==> config.mk <==
export PLATFORM = sky130hd
export DESIGN_NAME = wb_ram_slave
export DESIGN_NICKNAME = d
export VERILOG_FILES = /design/src/rtl/wb_ram_slave.sv
export SDC_FILE = /design/constraint.sdc
export NUM_CORES = 1
export LEC_CHECK = 0
export CORE_ASPECT_RATIO = 1.4
export CORE_MARGIN = 10
export CORE_UTILIZATION = 61
export CTS_BUF_LIST = sky130_fd_sc_hd__clkbuf_8 sky130_fd_sc_hd__clkbuf_16
export CTS_CLUSTER_DIAMETER = 100
export DETAILED_ROUTE_END_ITERATION = 7
export PLACE_DENSITY = 0.83
export SLEW_MARGIN = 10
export SYNTH_ARGS = -nofsm -noshare
export SYNTH_HDL_FRONTEND = slang
export SYNTH_SLANG_ARGS = --single-unit
==> constraint.sdc <==
create_clock -name clk_i -period 4.6 [get_ports clk_i]
set_clock_uncertainty 0.15 [all_clocks]
set_input_delay 1.38 -clock clk_i [delete_from_list [all_inputs] [get_ports clk_i]]
set_output_delay 1.38 -clock clk_i [all_outputs]
set_load 0.05 [all_outputs]
==> src/rtl/wb_ram_slave.sv <==
// Wishbone classic word RAM with byte lanes and programmable wait states; WB_RAM_ERR_EN enables out-of-range error response.
// Latency: stb sampled in cycle T -> ack/err in cycle T+1+WAIT_CYCLES. No stall beyond wait states; one IDLE cycle between terminations.
module wb_ram_slave #(
    parameter int SIZE        = 32,
    parameter int WAIT_CYCLES = 0,
    parameter int TAGSIZE     = 1
) (
    input  logic               clk_i,
    input  logic               rst_i,
    input  logic               wb_cyc_i,
    input  logic               wb_stb_i,
    input  logic               wb_we_i,
    input  logic [31:0]        wb_adr_i,
    input  logic [31:0]        wb_dat_i,
    input  logic [3:0]         wb_sel_i,
    input  logic [TAGSIZE-1:0] wb_tgd_i,
    output logic [31:0]        wb_dat_o,
    output logic [TAGSIZE-1:0] wb_tgd_o,
    output logic               wb_ack_o,
    output logic               wb_err_o
);
    localparam int         AW        = $clog2(SIZE);
    localparam logic [3:0] WAIT_INIT = 4'(WAIT_CYCLES);

    typedef enum logic [1:0] {IDLE, WAIT, RESP} state_t;

    state_t             state_q, state_d;
    logic [3:0]         cnt_q, cnt_d;
    logic [AW-1:0]      idx_q, idx_d;
    logic               we_q, we_d;
    logic [31:0]        wdat_q, wdat_d;
    logic [3:0]         sel_q, sel_d;
    logic [TAGSIZE-1:0] tgd_q, tgd_d;
    logic               oor_q, oor_d;
    logic               ack_q, ack_d;
    logic               err_q, err_d;
    logic [31:0]        rdat_q, rdat_d;
    logic [TAGSIZE-1:0] tgo_q, tgo_d;

    logic [31:0]        mem [SIZE];
    logic               mem_we;
    logic               enter_resp;
    logic               req_oor;

    logic [AW-1:0]      cur_idx;
    logic               cur_we;
    logic [31:0]        cur_dat;
    logic [3:0]         cur_sel;
    logic [TAGSIZE-1:0] cur_tgd;
    logic               cur_oor;

    logic               unused_adr;
    assign unused_adr = ^wb_adr_i;

`ifdef WB_RAM_ERR_EN
    assign req_oor = ({2'b00, wb_adr_i[31:2]} >= 32'(SIZE));
`else
    assign req_oor = 1'b0;
`endif

    // With zero wait states the response is formed straight from the bus inputs.
    always_comb begin
        if (state_q == IDLE) begin
            cur_idx = wb_adr_i[AW+1:2];
            cur_we  = wb_we_i;
            cur_dat = wb_dat_i;
            cur_sel = wb_sel_i;
            cur_tgd = wb_tgd_i;
            cur_oor = req_oor;
        end else begin
            cur_idx = idx_q;
            cur_we  = we_q;
            cur_dat = wdat_q;
            cur_sel = sel_q;
            cur_tgd = tgd_q;
            cur_oor = oor_q;
        end
    end

    always_comb begin
        state_d    = state_q;
        cnt_d      = cnt_q;
        idx_d      = idx_q;
        we_d       = we_q;
        wdat_d     = wdat_q;
        sel_d      = sel_q;
        tgd_d      = tgd_q;
        oor_d      = oor_q;
        ack_d      = 1'b0;
        err_d      = 1'b0;
        rdat_d     = rdat_q;
        tgo_d      = tgo_q;
        mem_we     = 1'b0;
        enter_resp = 1'b0;

        case (state_q)
            IDLE: begin
                if (wb_cyc_i && wb_stb_i) begin
                    idx_d  = wb_adr_i[AW+1:2];
                    we_d   = wb_we_i;
                    wdat_d = wb_dat_i;
                    sel_d  = wb_sel_i;
                    tgd_d  = wb_tgd_i;
                    oor_d  = req_oor;
                    if (WAIT_CYCLES == 0) begin
                        enter_resp = 1'b1;
                    end else begin
                        state_d = WAIT;
                        cnt_d   = WAIT_INIT;
                    end
                end
            end
            WAIT: begin
                cnt_d = cnt_q - 4'd1;
                if (!wb_cyc_i) begin
                    state_d = IDLE;
                end else if (cnt_q == 4'd1) begin
                    enter_resp = 1'b1;
                end
            end
            RESP: begin
                state_d = IDLE;
            end
            default: begin
                state_d = IDLE;
            end
        endcase

        if (enter_resp) begin
            state_d = RESP;
            ack_d   = !cur_oor;
            err_d   = cur_oor;
            tgo_d   = cur_tgd;
            mem_we  = cur_we && !cur_oor && !rst_i;
            rdat_d  = (cur_we || cur_oor) ? 32'd0 : mem[cur_idx];
        end
    end

    always_ff @(posedge clk_i) begin
        if (rst_i) begin
            state_q <= IDLE;
            cnt_q   <= 4'd0;
            idx_q   <= '0;
            we_q    <= 1'b0;
            wdat_q  <= 32'd0;
            sel_q   <= 4'd0;
            tgd_q   <= '0;
            oor_q   <= 1'b0;
            ack_q   <= 1'b0;
            err_q   <= 1'b0;
            rdat_q  <= 32'd0;
            tgo_q   <= '0;
        end else begin
            state_q <= state_d;
            cnt_q   <= cnt_d;
            idx_q   <= idx_d;
            we_q    <= we_d;
            wdat_q  <= wdat_d;
            sel_q   <= sel_d;
            tgd_q   <= tgd_d;
            oor_q   <= oor_d;
            ack_q   <= ack_d;
            err_q   <= err_d;
            rdat_q  <= rdat_d;
            tgo_q   <= tgo_d;
        end
    end

    // Storage is deliberately left out of reset.
    always_ff @(posedge clk_i) begin
        if (mem_we) begin
            for (int b = 0; b < 4; b++) begin
                if (cur_sel[b]) begin
                    mem[cur_idx][8*b +: 8] <= cur_dat[8*b +: 8];
                end
            end
        end
    end

    assign wb_dat_o = rdat_q;
    assign wb_tgd_o = tgo_q;
    assign wb_ack_o = ack_q;
    assign wb_err_o = err_q;

endmodule
* Word-level counts from Yosys, hierarchy flattened
Memory sizes are Yosys's and may differ from the RTL's.
Cells that the tools add are included.
** Operators by class
- Reductions and logical operators :: 9
- Multiplexer cells :: 26
- $add $sub $neg :: 1
- Bitwise logic cells :: 2
- Eq/ne operators :: 5
** Operators by type and width (number)
- 32-bit two-way mux :: 2
- 1-bit two-way mux :: 18
- 2-bit AND reduction :: 3
- 5-bit two-way mux :: 1
- 4-bit by 1-bit == test with 1-bit output (second input constant) :: 1
- 2-bit two-way mux :: 2
- 4-bit two-way mux :: 1
- 2-bit inequality test (second input constant) :: 2
- 2-bit one-hot mux with 2 select lines :: 1
- 2-bit OR reduction :: 2
- 4-bit by 1-bit subtractor with 4-bit output (second input constant) :: 1
- 3-bit inequality test (second input constant) :: 1
- 2-bit by 1-bit == test with 1-bit output (second input constant) :: 1
- 1-bit logical AND :: 2
- 2-bit logical NOT :: 1
- 1-bit NOT :: 2
- 1-bit one-hot mux with 2 select lines :: 1
- 1-bit logical NOT :: 1
** Storage, ports and cells
- Input port bits :: 74
- Bits in writable memories :: 1024
- Memories :: 1
- Output and inout port bits :: 35
- Flip-flop bits (word level) :: 83
- Logic and storage cells :: 55
** Memories
- mem :: depth 32, bits a word 32, rd ports 1, clocked after memory_dff 0, wr ports 1, RTL line 40 : logic [31:0] mem [SIZE];

* Depth between registers and ports, before layout
- Depth in word-level cells :: 7
- Gate-level depth with buffers :: 10
- Mapped depth without buffers :: 6

* Worst setup path after synthesis
Ideal clock, no wire load.
- Kind :: input port to flip-flop
- Start point :: input port wb_adr_i[6]
- End point :: memory mem[5][16] (enable)
- Data required time :: 4.080 ns
- Setup slack :: 0.873 ns
- Buffers on the path :: 4
- Stages on the path :: 7
- Library setup time :: 0.370 ns
- Arrival time :: 3.207 ns
- Cells stage by stage :: clkbuf_1 > or4b_1 > o21a_1 > clkbuf_1 > clkbuf_1 > clkbuf_1 > nor2_1
** Between the ends
- Longest elaborated chain between the ends :: 1
** RTL lines
- start, declared :: RTL line 13 : input logic [31:0] wb_adr_i,
- 5-bit two-way mux :: RTL line 63 : if (state_q == IDLE) begin
- end, declared :: RTL line 40
Every way passes these cells.

* Worst setup path in the final report
- Start point :: register state_q[1]
- End point :: memory mem[29][17] (enable)
** Between the ends
- Longest elaborated chain between the ends :: 6
- Elaborated cells between the ends (all ways) :: 11
** RTL lines
- start, declared :: RTL line 27 : state_t state_q, state_d;
- start signal, assigned :: RTL line 154 : state_q <= state_d;
- branches (longest 6 deep; another with 2-bit by 1-bit == test with 1-bit output)
Parallel ways; which one is timed is not known.

==> metrics.yaml <==
rsz0062_at_grt: "false"
grt_max_degree: 78
rrSetupSlack_ns: 0.50
multi_input_area_mm2: 0.0101
seq_area_frac_synth_pct: 74.4
maxSlewViolCount: 0
cts_sinks: 1096
tritoncts: "yes"
fin_cells: 4537
cp_max_fo: 32
place_ws_ns: 0.156
syn_area_per_cell_um2: 13.1
post-route-min-period_ns: 4.10
ys_warn_count: 0
n_fill_cell: 4182
cts_root_buffer: "clkbuf_16"
drt_pre_antenna_iters: 8
whs_ns: 0.303
grt.total_usage_pct: 28.6
clk_pin_slew_worst_paths_ns: 0.07
synth_edf_count: 1024
initial_core_util_pct: 61.6
drt-total-wl_um: 119000
crit_required_ns: 4.74
p_leak_nw: 17.2
gp_congestion: 0.875
cp_num_buf_inv: 1
hold_class: "flip-flop to flip-flop"
synthTopCellsByArea: "edfxtp_1 71%, nand2_1 8.1%, nand3_1 4.2%"
grt_pass1_vias: 29100
wl_per_cell_um: 26.2
cp.arrival_ns: 4.24
relSlewSlack_pct: 29.2
critPathMaxStageDelay_ns: 1.03
synth_top_area_share_pct: 71.1
syn_area_mm2: 0.0433
numPlacedInstances: 4364
port_buffers: 80
setup_violations: 0
io_pins: 109
dp_hpwl_um: 72300
die_h_um: 335
powerDensity_mw_per_mm2: 413
max-vdd-ir-drop_uv: 255
clk_path_buf_depth: 3
dr.first_iter.drc_count: 4023
finalHoldViolations: 0
post_drt_via_cell_ratio: 6.51
dieArea_mm2: 0.0821
drv_cap: 0
setup.worst_path.class: "flip-flop to flip-flop"
cpMaxStageDelayCell: "dfxtp_2"
yosys.area.top_type: "edfxtp_1"
num_vias: 29500
finalSetupTns_ns: 0
max_slew.worst_pin.slew_ns: 1.06
ys_seq_elements: 1096
post-cts-setup-buffers: 0
setup.worst_path.end_class: "flip-flop"
placementRows: 115
syn_to_final_growth_pct: 14.9
antenna_left: 0
grt_first_pass_wirelength_um: 177000
cts_buffers: 92
clk_latency_ns: 0.67
synth_nets: 3376
synth_common_cells: "1,024 x edfxtp_1, 936 x nand2_1, 361 x nand3_1"
syn-instance-count: 3302
drive_above_1_share_pct: 13.4
seqCellArea_mm2: 0.0322
clock.fmax_mhz: 244
cts_resized: 0
nets: 3596
drc: 2
antenna_found_initial: 4
power_mw: 20.5
die_x_um: 245
core_mm2: 0.0702
cp_common_cell: "nor2_1"
cp_cell_sequence: "buf_4 -> mux2_8 -> nor2_1 -> nand2_1 -> nor2_1"
status: "finished, violations left"
synth_ff_type: "edfxtp_1"
violations: "DRC"
async_flop_share_pct: 0
ys_types: 59
path_delay_family: "simple AND/OR/NAND/NOR gates"
cts-htree-levels: 3
synth.most_common_cell: "edfxtp_1"
holdBufCountCts: 0
fin_ws_ns: 0.501
cp-start-kind: "flip-flop"
overflow: 0
period_share_pct: 89.1
==> kinds of logic after synthesis <==
| family | count (synthesis) | synth area share, % |
|---|---|---|
| AOI/OAI and AO/OA | 314 | 4.47 |
| other | 1 | 0.00867 |
| and+or+nand+nor | 1583 | 15.5 |
| buffers and inverters | 210 | 2.36 |
| muxes | 98 | 3.19 |
| DFF | 1096 | 74.4 |
==> layer usage <==
metal / vias to the layer above / wire, µm / global-route usage, %
met1: 14200 / 38800 / 33.8
met2: 2335 / 58300 / 47.2
met4: 6 / 8010 / 17.8
met3: 538 / 13800 / 6.32
li1: 12500 / - / -
met5: - / 42 / 0
==> sequential cells by signal (all words and copies together) (netlist names) <==
register	count
wb_dat_o	32
idx_q	5
wb_ack_o	1
wb_tgd_o	1
mem	1024
state_q	1
wdat_q	32
==> worst min-delay path: stages (launching register included) <==
cell	delay, ns
dfxtp_1	0.31
nand2_1	0.05
a21oi_1	0.05
==> cells in the final DEF, fill, tap and decap left out, types with 27 or more instances in the layout <==
master              n
a21oi_1           197
buf_4             230
clkbuf_16         100
clkdlybuf4s50_1    79
dfxtp_1            71
edfxtp_1         1024
inv_1              28
mux2_2             32
mux2i_1            35
mux4_2             27
nand2_1           936
nand3_1           361
nor2_1            159
nor4_1             39
==> power by group <==
part | internal [mW] | switching [mW]
Clock | 4.59 | 3.50
Combinational | 0.418 | 1.02
Sequential | 11.0 | 0.0304
==> final timing paths <==
check	start	to	cells past startpoint
worst max-delay path	state_q[1]$_SDFFE_PP0P_	mem[29][17]$_DFFE_PP_	5
worst min-delay path	wdat_q[2]$_SDFFE_PP0P_	wdat_q[2]$_SDFFE_PP0P_	2
worst max register to register	state_q[1]$_SDFFE_PP0P_	mem[29][17]$_DFFE_PP_	5
worst min register to register	wdat_q[2]$_SDFFE_PP0P_	wdat_q[2]$_SDFFE_PP0P_	2
==> through the flow <==
stage | util (%) | cell area [µm²]
global placement | 66.3 | 46500
detailed placement | 66.3 | 46500
floorplan | - | 43300
global route | 70.8 | 49700
finish | 70.8 | 49700
CTS | 70.8 | 49700
==> area by class of cell <==
type | count | share of cell area, %
sequential | 1096 | 64.8
multi-input combinational | 1996 | 20.4
timing repair buffer | 336 | 6.12
clock buffer | 110 | 5.31
tap | 936 | 2.36
clock inverter | 62 | 1.04
antenna | 1 | 0.00503
No activity file was read; power rests on OpenSTA's default activity.
